## src/rtl/instr_prefetch_queue.sv

```systemverilog
// rtl/instr_prefetch_queue.sv - byte-serial instruction prefetcher feeding a small FIFO
module instr_prefetch_queue #(
    parameter int                    ADDR_WIDTH  = 16,
    parameter int                    DATA_WIDTH  = 8,
    parameter int                    INSTR_WIDTH = 64,
    parameter int                    DEPTH       = 2,
    parameter logic [ADDR_WIDTH-1:0] BASE_PC     = '0
) (
    input  logic                   clk,
    input  logic                   rst,
    input  logic                   run,
    input  logic                   flush,
    input  logic [ADDR_WIDTH-1:0]  flush_pc,
    output logic                   mem_req,
    output logic [ADDR_WIDTH-1:0]  mem_addr,
    input  logic                   mem_rvalid,
    input  logic [DATA_WIDTH-1:0]  mem_rdata,
    output logic                   instr_valid,
    input  logic                   instr_ready,
    output logic [INSTR_WIDTH-1:0] instr_o,
    output logic [ADDR_WIDTH-1:0]  pc_o,
    output logic                   halted
);

    localparam int BYTES = INSTR_WIDTH / DATA_WIDTH;
    localparam int IDXW  = (BYTES > 1) ? $clog2(BYTES) : 1;
    localparam int PW    = (DEPTH > 1) ? $clog2(DEPTH) : 1;
    localparam int CW    = $clog2(DEPTH + 1);

    typedef enum logic [2:0] {
        IDLE  = 3'd0,
        REQ   = 3'd1,
        WAIT  = 3'd2,
        DRAIN = 3'd3,
        HALT  = 3'd4
    } state_t;

    state_t                 r_state;
    logic [ADDR_WIDTH-1:0]  r_fetch_pc;
    logic [ADDR_WIDTH-1:0]  r_mem_addr;
    logic                   r_mem_req;
    logic                   r_halted;
    logic [IDXW-1:0]        r_byte_idx;
    logic [INSTR_WIDTH-1:0] r_asm;

    logic [INSTR_WIDTH-1:0] r_q_instr [DEPTH];
    logic [ADDR_WIDTH-1:0]  r_q_pc    [DEPTH];
    logic [PW-1:0]          r_wptr;
    logic [PW-1:0]          r_rptr;
    logic [CW-1:0]          r_count;

    logic [INSTR_WIDTH-1:0] w_asm_next;
    logic                   w_last;
    logic                   w_push;
    logic                   w_pop;
    logic                   w_instr_valid;

    function automatic logic [PW-1:0] ptr_inc(input logic [PW-1:0] p);
        return (p == PW'(DEPTH - 1)) ? '0 : p + PW'(1);
    endfunction

    assign w_last        = (r_byte_idx == IDXW'(BYTES - 1));
    assign w_instr_valid = (r_count != '0);
    // Flush wins over both queue ports: the queue is emptied that edge anyway.
    assign w_push        = !flush && (r_state == WAIT) && mem_rvalid && w_last;
    assign w_pop         = !flush && w_instr_valid && instr_ready;

    assign mem_req     = r_mem_req;
    assign mem_addr    = r_mem_addr;
    assign instr_valid = w_instr_valid;
    assign instr_o     = r_q_instr[r_rptr];
    assign pc_o        = r_q_pc[r_rptr];
    assign halted      = r_halted;

    // Merge the returning byte into its little-endian lane of the assembly word.
    always_comb begin
        w_asm_next = r_asm;
        for (int k = 0; k < BYTES; k++) begin
            if (k == int'(r_byte_idx)) begin
                w_asm_next[k*DATA_WIDTH +: DATA_WIDTH] = mem_rdata;
            end
        end
    end

    // Fetch FSM: one read in flight at a time, mem_req/mem_addr registered on entry to REQ.
    always_ff @(posedge clk or posedge rst) begin
        if (rst) begin
            r_state    <= IDLE;
            r_fetch_pc <= BASE_PC;
            r_mem_addr <= '0;
            r_mem_req  <= 1'b0;
            r_halted   <= 1'b0;
            r_byte_idx <= '0;
            r_asm      <= '0;
        end else begin
            r_mem_req <= 1'b0;
            if (flush) begin
                r_fetch_pc <= flush_pc;
                r_byte_idx <= '0;
                r_asm      <= '0;
                r_halted   <= 1'b0;
                case (r_state)
                    // The request is on the bus this cycle; its data is still to come.
                    REQ:         r_state <= DRAIN;
                    // A response landing on the flush edge closes the read; nothing left to drain.
                    WAIT, DRAIN: r_state <= mem_rvalid ? IDLE : DRAIN;
                    default:     r_state <= IDLE;
                endcase
            end else begin
                case (r_state)
                    IDLE: begin
                        if (run && !r_halted && (r_count < CW'(DEPTH))) begin
                            r_state    <= REQ;
                            r_mem_req  <= 1'b1;
                            r_mem_addr <= r_fetch_pc + ADDR_WIDTH'(r_byte_idx);
                        end
                    end
                    REQ: begin
                        r_state <= WAIT;
                    end
                    WAIT: begin
                        if (mem_rvalid) begin
                            if (w_last) begin
                                r_fetch_pc <= r_fetch_pc + ADDR_WIDTH'(BYTES);
                                r_byte_idx <= '0;
                                r_asm      <= '0;
                                if (w_asm_next == '0) begin
                                    r_halted <= 1'b1;
                                    r_state  <= HALT;
                                end else begin
                                    r_state  <= IDLE;
                                end
                            end else begin
                                r_asm      <= w_asm_next;
                                r_byte_idx <= r_byte_idx + IDXW'(1);
                                r_state    <= REQ;
                                r_mem_req  <= 1'b1;
                                r_mem_addr <= r_fetch_pc + ADDR_WIDTH'(r_byte_idx) + ADDR_WIDTH'(1);
                            end
                        end
                    end
                    DRAIN: begin
                        if (mem_rvalid) begin
                            r_state <= IDLE;
                        end
                    end
                    HALT: begin
                        r_state <= HALT;
                    end
                    default: begin
                        r_state <= IDLE;
                    end
                endcase
            end
        end
    end

    // Instruction FIFO; issue gating in IDLE keeps pushes away from a full queue.
    always_ff @(posedge clk or posedge rst) begin
        if (rst) begin
            r_wptr  <= '0;
            r_rptr  <= '0;
            r_count <= '0;
            for (int i = 0; i < DEPTH; i++) begin
                r_q_instr[i] <= '0;
                r_q_pc[i]    <= '0;
            end
        end else if (flush) begin
            r_wptr  <= '0;
            r_rptr  <= '0;
            r_count <= '0;
        end else begin
            if (w_push) begin
                r_q_instr[r_wptr] <= w_asm_next;
                r_q_pc[r_wptr]    <= r_fetch_pc;
                r_wptr            <= ptr_inc(r_wptr);
            end
            if (w_pop) begin
                r_rptr <= ptr_inc(r_rptr);
            end
            if (w_push && !w_pop) begin
                r_count <= r_count + CW'(1);
            end else if (!w_push && w_pop) begin
                r_count <= r_count - CW'(1);
            end
        end
    end

endmodule
```

## config.mk

```make
export PLATFORM = sky130hd
export DESIGN_NAME = instr_prefetch_queue
export DESIGN_NICKNAME = d
export VERILOG_FILES = /design/src/rtl/instr_prefetch_queue.sv
export SDC_FILE = /design/constraint.sdc
export NUM_CORES = 1
export LEC_CHECK = 0
export BUFFER_PORTS_ARGS = -buffer_cell sky130_fd_sc_hd__clkbuf_2
export CORE_MARGIN = 1.5
export CORE_UTILIZATION = 57
export DETAILED_ROUTE_END_ITERATION = 10
export PLACE_DENSITY_LB_ADDON = 0.08
export SLEW_MARGIN = 40
export SYNTH_ARGS = -nofsm -noshare
export SYNTH_HDL_FRONTEND = slang
export SYNTH_SLANG_ARGS = --single-unit
```

## constraint.sdc

```tcl
create_clock -name clk -period 9.3 [get_ports clk]
set_input_delay 0.465 -clock clk [delete_from_list [all_inputs] [get_ports clk]]
set_output_delay 0.465 -clock clk [all_outputs]
set_load 0.005 [all_outputs]
```

## Yosys cells after proc, flatten, opt, wreduce, memory -nomap -nowiden

Index checks and enable logic that the tools add are counted.
Widths: inputs -> output; s select.

| word-level totals | value |
|---|---|
| output and inout bits | 99 |
| bits in registers | 268 |

| cells by class | value |
|---|---|
| bitwise logic cells | 3 |
| $add $sub $neg | 8 |
| mux-type cells | 64 |
| equal/unequal tests | 18 |
| reduce and logical (&&, ||, !) cells | 33 |
| magnitude comparators | 4 |

Operator list:

| cell | number |
|---|---|
| $mux 64 | 8 |
| $mux 16 | 11 |
| $bwmux 128 | 1 |
| $demux 64 s1 | 1 |
| $logic_not 64->1 | 1 |
| $mux 8 | 8 |
| $bwmux 32 | 1 |
| $pmux 16 s2 | 1 |
| $mux 3 | 10 |
| $add 16x1->16 const B | 1 |
| $add 16x3->16 | 1 |
| $add 16x4->16 const B | 1 |
| $demux 16 s1 | 1 |
| $reduce_bool 2->1 | 8 |
| $mux 1 | 15 |
| $pmux 3 s5 | 1 |
| $eq 3x3->1 const A | 4 |
| $logic_and 1x1->1 | 10 |
| $ne 3x3->1 const B | 3 |
| $mux 2 | 4 |
| $eq 2x3->1 const A | 2 |
| $eq 3x2->1 const B | 2 |
| $eq 3x3->1 const B | 2 |
| $logic_not 3->1 | 2 |
| other kinds (21) | 31 |

## Depth between registers and ports, before layout

Gate-level depths: netlist of the first run.

| depth | value |
|---|---|
| depth in word-level cells | 9 |
| mapped depth | 11 |

## Worst setup path after synthesis of the first run

OpenSTA, ideal clock, no wires.

| timing path | value |
|---|---|
| kind | flip-flop to flip-flop |
| start | reg r_byte_idx[0] |
| end | reg r_mem_addr[10] (netlist: mem_addr[10]) |
| required time | 9.167 ns |
| arrival | 2.603 ns |
| stages on the path, launching flop included | 10 |
| buffers on the path | 0 |
| slack | 6.563 ns |
| path through | dfrtp_1 -> ha_1 -> fa_1 -> a21oi_1 -> xnor2_1 -> nand4_1 -> a211o_1 -> nor4_1 -> xor2_1 -> o21ai_0 |

| on the way | value |
|---|---|
| longest elaborated chain between the ends | 5 |
| elaborated cells on any way between the ends | 9 |
| those cells by class | 2 x add/sub; 2 x eq/ne; 4 x mux; 1 x reduce/logical |

Ends and longest elaborated chain:

| element | line | RTL |
|---|---|---|
| start: declaration | 43 | `logic [IDXW-1:0] r_byte_idx;` |
| start signal: assignment | 135 | `r_byte_idx <= r_byte_idx + IDXW'(1);` |
| $add 16x3->16 | 115, 138 |  |
| $add 16x1->16 | 138 | `r_mem_addr <= r_fetch_pc + ADDR_WIDTH'(r_byte_idx) + ADDR_WIDTH'(1);` |
| $mux 16 | 123 | `if (w_last) begin` |
| $mux 16 | 122 | `if (mem_rvalid) begin` |
| $pmux 16 s2 | 110 | `case (r_state)` |
| end signal: assignment | 115 | `r_mem_addr <= r_fetch_pc + ADDR_WIDTH'(r_byte_idx);` |
| end signal: assignment | 138 |  |
| end: declaration | 40 | `logic [ADDR_WIDTH-1:0] r_mem_addr;` |

Several ways; a longest one is shown, not always the timed one. The select of a mux whose other input is x is not followed.
A chain may end at the register's enable or synchronous reset.

## Worst setup path after layout of the first run

| timing path | value |
|---|---|
| start | reg r_byte_idx[2] |
| end | reg r_q_pc[20] (netlist bit) |

| on the way | value |
|---|---|
| longest elaborated chain between the ends | 3 |

Ends and longest elaborated chain:

| element | line | RTL |
|---|---|---|
| $eq 3x3->1 | 62 | `assign w_last = (r_byte_idx == IDXW'(BYTES - 1));` |
| $logic_and 1x1->1 | 65 | `assign w_push = !flush && (r_state == WAIT) && mem_rvalid && w_last;` |
| $reduce_and 2->1 (no line) | n/a |  |
| end signal: indexed assignment | 175 | `r_q_pc[r_wptr] <= r_fetch_pc;` |
| end: declaration | 47 | `logic [ADDR_WIDTH-1:0] r_q_pc [DEPTH];` |

No other way between the ends.

==> summary.md, run 1 <==
| Metric | Value |
|---|---|
| Maxcap violations | `0` |
| # DRC | `8` |
| Post-synth top flop | `dfrtp_1` |
| Worst Path Max Fanout | `86` |
| Critical path startpoint category | `flop` |
| Fin util | `0.661` |
| Comb pwr share | `0.148` |
| Critical Path AT | `3950 ps` |
| HPWL Detailed | `18,500 um` |
| Net Sw Frac | `0.270` |
| Leakage | `7.08 nW` |
| Slew @ Worst Pin | `773 ps` |
| Final Hold Viols | `0` |
| Area growth syn-to-layout | `13.4%` |
| Placed cell area | `0.0135 mm2` |
| CTS tree | `done` |
| Synth area leaders | `dfrtp_1 (52%), mux2_2 (10%), mux2i_1 (5.2%), o21ai_0 (4.0%), a22o_1 (3.8%)` |
| Max_slew headroom | `0.480` |
| Post-synth EDFFs | `0` |
| Global-route wire length before repair | `48,400 um` |
| NetSw | `0.777 mW` |
| FFs w/ async S/R, synth | `1.00` |
| Num CTS Buffers | `28` |
| Die Y | `153 um` |
| Clk_lat worst skew | `550 ps` |
| Post-synth top area share | `0.524` |
| Vias in the first global route | `9,128` |
| Hold Crit Class | `in2async` |
| Sequential cell area fraction in the yosys report | `0.524` |
| WL per Instance | `18.4 um` |
| RSZ-0062 raised after global routing | `no` |
| Core ar. | `0.0220 mm2` |
| Synthesized area | `0.0128 mm2` |
| Clk sinks | `268` |
| Synthesis warning total | `0` |
| Post-CTS Setup Bufs | `0` |
| DR iter-0 viols | `605` |
| Failing checks | `DRC` |
| Hold buffer count at CTS | `0` |
| Vias | `9,246` |
| Initial antenna violation count | `0` |
| Setup CP Type | `reg2reg` |
| Root Buffer | `clkbuf_16` |
| Core Rows | `54` |
| Fin Hold WS | `61.5 ps` |
| Total Power | `2.88 mW` |
| Largest area contributor in the netlist | `dfrtp_1` |
| Max-slew violations | `0` |
| Clock-pin slew on the worst setup and hold paths | `60 ps` |
| # diodes | `0` |
| Final setup vio count | `0` |
| Router iterations before antenna repair | `10` |
| Final Critical Period | `3510 ps` |
| Largest net degree at the start of global routing | `132` |
| VDD IR max | `159 uV` |
| Die Area | `0.0234 mm2` |
| Part of the power in registers | `0.445` |
| Outcome | `complete, but fails checks` |
| Pint | `2.10 mW` |
| Cells after Synth | `1,214` |
| Clock share of power | `0.407` |
| PD cells | `198 mW/mm2` |
| Fin nets | `1,330` |
| Antenna Nets Post-Route | `0` |
| Ratio of cells with drive above 1 in the final layout | `0.239` |
| Chip Width | `153 um` |
| Avg Inst Size Synth | `10.5 um2` |
| I/O pin count | `129` |
| Sum Neg Setup Slack | `0 ps` |
| Register bit total from synthesis | `268` |
| Grt ovf | `0` |
| Critical Path RT | `9730 ps` |
| Post-Route WL | `29,200 um` |
| Most frequent cells in the layout | `dfrtp_1 (267), clkbuf_2 (128), nand2_1 (118)` |
| Total Routing Usage GR | `0.254` |
| Filler cells | `1,748` |
| Most common cell after layout, fill and taps aside | `dfrtp_1` |
| Fmax | `285 MHz` |
| CTS H-tree depth | `1` |
| Yosys cell types | `58` |
| Worst Skew | `28.4 ps` |
| Vias/cell | `5.82` |
| I/O Buffers | `128` |
| Final period util | `0.378` |
| Design Area, Final | `0.0145 mm2` |
| Initial core utilization | `0.583` |
| Clock Tree Buf Depth | `3` |
| Setup crit end kind | `flop` |
| Routability congestion estimate | `0.861` |
| Net Count, Synth | `1,256` |
| Post-CTS sizing | `0` |
-- cells by family after synthesis --
| family | synth area share |
|---|---|
| compound gates | 0.131 |
| xor+xnor | 0.0294 |
| fa+ha+maj | 0.0123 |
| flops | 0.524 |
| mux | 0.152 |
| simple gates | 0.119 |
| buf+inv | 0.0325 |
-- stage by stage --
stage               setup WS [ps]  std cells
floorplan                    1450       1214
global placement             5660       1538
detailed placement           5530       1538
CTS                          5580       1589
global route                 5450       1589
finish                       5790       1589
-- critical path, cell delays in order (launching register included) --
cell and delay (ps):
dfrtp_1 690, ha_1 240, buf_4 260, nand2_1 400
nor3_4 270, buf_4 530, buf_6 550, mux2_2 410
-- layout make-up --
cell class | count | area [um2] | share of cell area
Inverter | 12 | 57.6 | 0.00396
Clock inverter | 10 | 130 | 0.00896
Sequential cell | 268 | 6710 | 0.462
Clock buffer | 41 | 851 | 0.0586
Multi-Input combinational cell | 841 | 5700 | 0.392
Tap cell | 280 | 350 | 0.0241
Timing Repair Buffer | 137 | 722 | 0.0497
-- power groups by stage --
| stage | logic, mW | clock network, mW | registers, mW |
|---|---|---|---|
| after floorplan | 0.321 | 0 | 1.28 |
| after global placement | 0.417 | 0 | 1.30 |
| after detailed placement | 0.425 | 0 | 1.30 |
| after CTS | 0.427 | 1.18 | 1.28 |
| after global routing | 0.479 | 1.23 | 1.29 |
| final | 0.426 | 1.17 | 1.28 |
-- Yosys cell counts, types with 2 or more instances --
library cell	instances
o32ai_1	3
mux2i_1	66
o21ai_1	11
mux2_2	114
buf_2	9
nand3_1	8
or4_1	4
a211oi_1	5
a21o_1	2
nor3b_1	5
o22ai_1	2
nand2_1	119
nor2b_1	5
inv_1	12
nor2_1	110
or3_1	5
nor3_1	11
xor2_1	18
and3_1	5
xnor2_1	25
o31ai_1	3
nor4b_1	2
or2_2	4
a21oi_1	80
nor4_1	16
clkbuf_1	69
and2_1	10
and4_1	2
buf_1	13
nor3_2	2
a22o_1	56
a31oi_1	3
nand4_1	6
nand2b_1	6
dfrtp_1	268
o21ai_0	103
ha_1	11
-- sequential cells by signal (all words and copies together), names as in the netlist, 2 cells and up --
name and flops:
r_byte_idx 3, r_q_instr 128, r_fetch_pc 16, mem_addr 16, r_q_pc 32, r_count 2, r_asm 64, r_state 3
-- per-layer routing --
layer  vias up  track usage  routed length (um)
li1       4425            -                   -
met1      4549        0.377               14100
met2       224        0.396               13200
met3        48       0.0315                1210
met4         0       0.0719                 713
met5         -            0                   0
-- final timing paths --
| kind | startpoint | endpoint | cells past startpoint | slack (ps) |
|---|---|---|---|---|
| max in group asynchronous | rst | r_rptr | 3 | 7980 |
| min in group clk | flush_pc[5] | r_fetch_pc[5] | 3 | 130 |
| hold reg to reg | r_q_instr[54] | r_q_instr[54] | 2 | 470 |
| hold / removal | rst | r_q_pc[0] | 2 | 60 |
| setup reg to reg | r_byte_idx[2] | r_q_pc[20] | 7 | 5790 |
| setup / recovery | r_byte_idx[2] | r_q_pc[20] | 7 | 5790 |
Power figures use the tool's default switching activity.
==> run 2, diff against run 1 <==
Clock period 9.3 ns to 3.5 ns, I/O delays scaled along.
==> summary.md, run 2 (same netlist as run 1, synthesis figures left out) <==
| Metric | Value |
|---|---|
| R2R setup slack | `560 ps (-5220 ps)` |
| Final Hold Viols | `0 (unchanged)` |
| RSZ-0062 raised after global routing | `no` |
| WL per Instance | `18.2 um (-0.71%)` |
| Clk_lat worst skew | `550 ps (about the same)` |
| CTS tree | `done` |
| Global-route wire length before repair | `49,000 um (+1.3%)` |
| Total Routing Usage GR | `0.258 (+0.00425)` |
| Vias/cell | `5.73 (-1.5%)` |
| Critical Path RT | `3960 ps (-5770 ps)` |
| Ratio of cells with drive above 1 in the final layout | `0.246 (+0.00701)` |
| Grt met2 use | `0.409 (+0.0135)` |
| Reg with most FFs | `r_q_instr` |
| Dpl ws | `677 ps (-4860 ps)` |
| Reg-to-reg endpoint | `halted` |
| Max reg flops | `128 (unchanged)` |
| Clock Tree Buf Depth | `3 (unchanged)` |
| Most frequent cells in the layout | `dfrtp_1 (267), clkbuf_2 (128), nand2_1 (118)` |
| Post-CTS Setup Bufs | `0 (unchanged)` |
| Met3 usage | `0.0335 (+0.00198)` |
| I/O pin count | `129 (unchanged)` |
| Initial core utilization | `0.583 (unchanged)` |
| Leakage | `7.28 nW (+2.9%)` |
| Post-Route WL | `29,800 um (+2.0%)` |
| VDD IR max | `433 uV (+170%)` |
| Setup WS post-layout | `565 ps (-5220 ps)` |
| Grt ovf | `0 (unchanged)` |
| Failing checks | `DRC` |
| Fin Hold WS | `104 ps (+42.0 ps)` |
| # DRC | `8 (unchanged)` |
| Die Y | `153 um (unchanged)` |
| Setup CP Type | `reg2reg` |
| GR peak layer | `met2` |
| Num CTS Buffers | `28 (unchanged)` |
| Final period util | `0.839 (+0.461)` |
| Max-slew violations | `0 (unchanged)` |
| Max_slew headroom | `0.444 (-0.0360)` |
| Core Rows | `54 (unchanged)` |
| Vias in the first global route | `9,273 (+1.6%)` |
| Setup crit end kind | `flop` |
| R2R depth | `9 (+2)` |
| Initial antenna violation count | `0 (unchanged)` |
| Router iterations before antenna repair | `8 (-2)` |
| Vias | `9,361 (+1.2%)` |
| Critical Path AT | `3390 ps (-560 ps)` |
| Hold Crit Class | `in2async` |
| DR iter-0 viols | `596 (-1.5%)` |
| Fin nets | `1,374 (+3.3%)` |
| Final setup vio count | `0 (unchanged)` |
| # diodes | `0 (unchanged)` |
| Final Critical Period | `2940 ps (-578 ps)` |
| Chip Width | `153 um (unchanged)` |
| Most common cell after layout, fill and taps aside | `dfrtp_1` |
| Total Power | `7.46 mW (+160%)` |
| Antenna Nets Post-Route | `0 (unchanged)` |
| I/O Buffers | `128 (unchanged)` |
| R2R Path Start | `r_byte_idx[1]` |
| HPWL Detailed | `19,900 um (+7.5%)` |
| Fmax | `341 MHz (+20%)` |
| Die Area | `0.0234 mm2 (unchanged)` |
| Slew @ Worst Pin | `827 ps (+53.5 ps)` |
| Largest registers | `r_q_instr x128, r_asm x64, r_q_pc x32` |
| Root Buffer | `clkbuf_16` |
| Critical path startpoint category | `flop` |
| Worst Skew | `20.9 ps (-7.49 ps)` |
| M1 GR Usage | `0.380 (+0.00266)` |
| Routability congestion estimate | `0.900 (+4.4%)` |
| Clk sinks | `268 (unchanged)` |
| Maxcap violations | `0 (unchanged)` |
| CTS H-tree depth | `1 (unchanged)` |
| PD cells | `499 mW/mm2 (+150%)` |
| Core ar. | `0.0220 mm2 (unchanged)` |
| Outcome | `complete, but fails checks` |
| Worst Path Max Fanout | `10 (-88%)` |
| Clock-pin slew on the worst setup and hold paths | `60 ps (about the same)` |
| Area growth syn-to-layout | `16.7%` |
| Largest net degree at the start of global routing | `56 (-58%)` |
run 2: cell count changes in the layout (fill, tap and decap cells not counted), sizes merged:
cell | previous run | this run
buf | 8 | 34
dlygate4sd3 | 0 | 19
bufinv | 3 | 0
clkbuf | 170 | 172
clkinv | 5 | 6
inv | 12 | 11
run 2: power breakdown:
part	total, mW	internal [mW]	leakage [nW]	switching, mW
clock network	2.85	1.66	0.441	1.19
registers	3.40	3.25	3.68	0.147
logic	1.21	0.489	3.16	0.722
total	7.46	5.40	7.28	2.06
run 2: cell type report:
cell class              count  area, um2
flip-flops and latches    268       6710
multi-input cells         841       5700
fillers                  1735       7010
inverters                  12       48.8
repair buffers            181       1250
clock buffers              44        852
clock inverters             7       37.5
well taps                 280        350
run 2: how the worst max path moves through the flow:
stage                  startpoint           end  slack (ps)  cells after the start
global placement    r_byte_idx[0]  mem_addr[13]         730                     10
floorplan                     rst        halted        -210                      1
global route        r_byte_idx[0]  mem_addr[13]         340                     10
detailed placement  r_byte_idx[0]  mem_addr[13]         680                     10
CTS                 r_byte_idx[1]        halted         620                      9
finish              r_byte_idx[1]        halted         560                      9
run 2: per-stage QoR:
step	instances	utilization	setup TNS, ps	instance area [um2]
detailed placement	1563	0.631	0	13900
CTS	1633	0.681	0	14900
floorplan	1214	-	-57480	12800
finish	1633	0.681	0	14900
global placement	1561	0.629	0	13800
global route	1633	0.681	0	14900
run 2: worst max-delay path: stages (launching register included):
cell and delay, ps:
dfrtp_1 450, inv_1 130, ha_1 270, nand2b_1 310
or3_1 430, a2111oi_0 430, nand3b_1 120, nor4_1 450
nand2_1 140, o21ai_1 110
run 2: what timing repair did:
| item | 4_1_cts | 5_1_grt |
|---|---|---|
| resized for setup | 0 | 0 |
| hold buffers | 19 | 0 |
| endpoints found under the hold margin | 112 | 0 |
run 2: per-layer routing:
metal  vias up  part of all wire
li1       4512                 -
met1      4595              0.49
met2       209              0.45
met3        45             0.039
met4         0             0.019
met5         -                 0
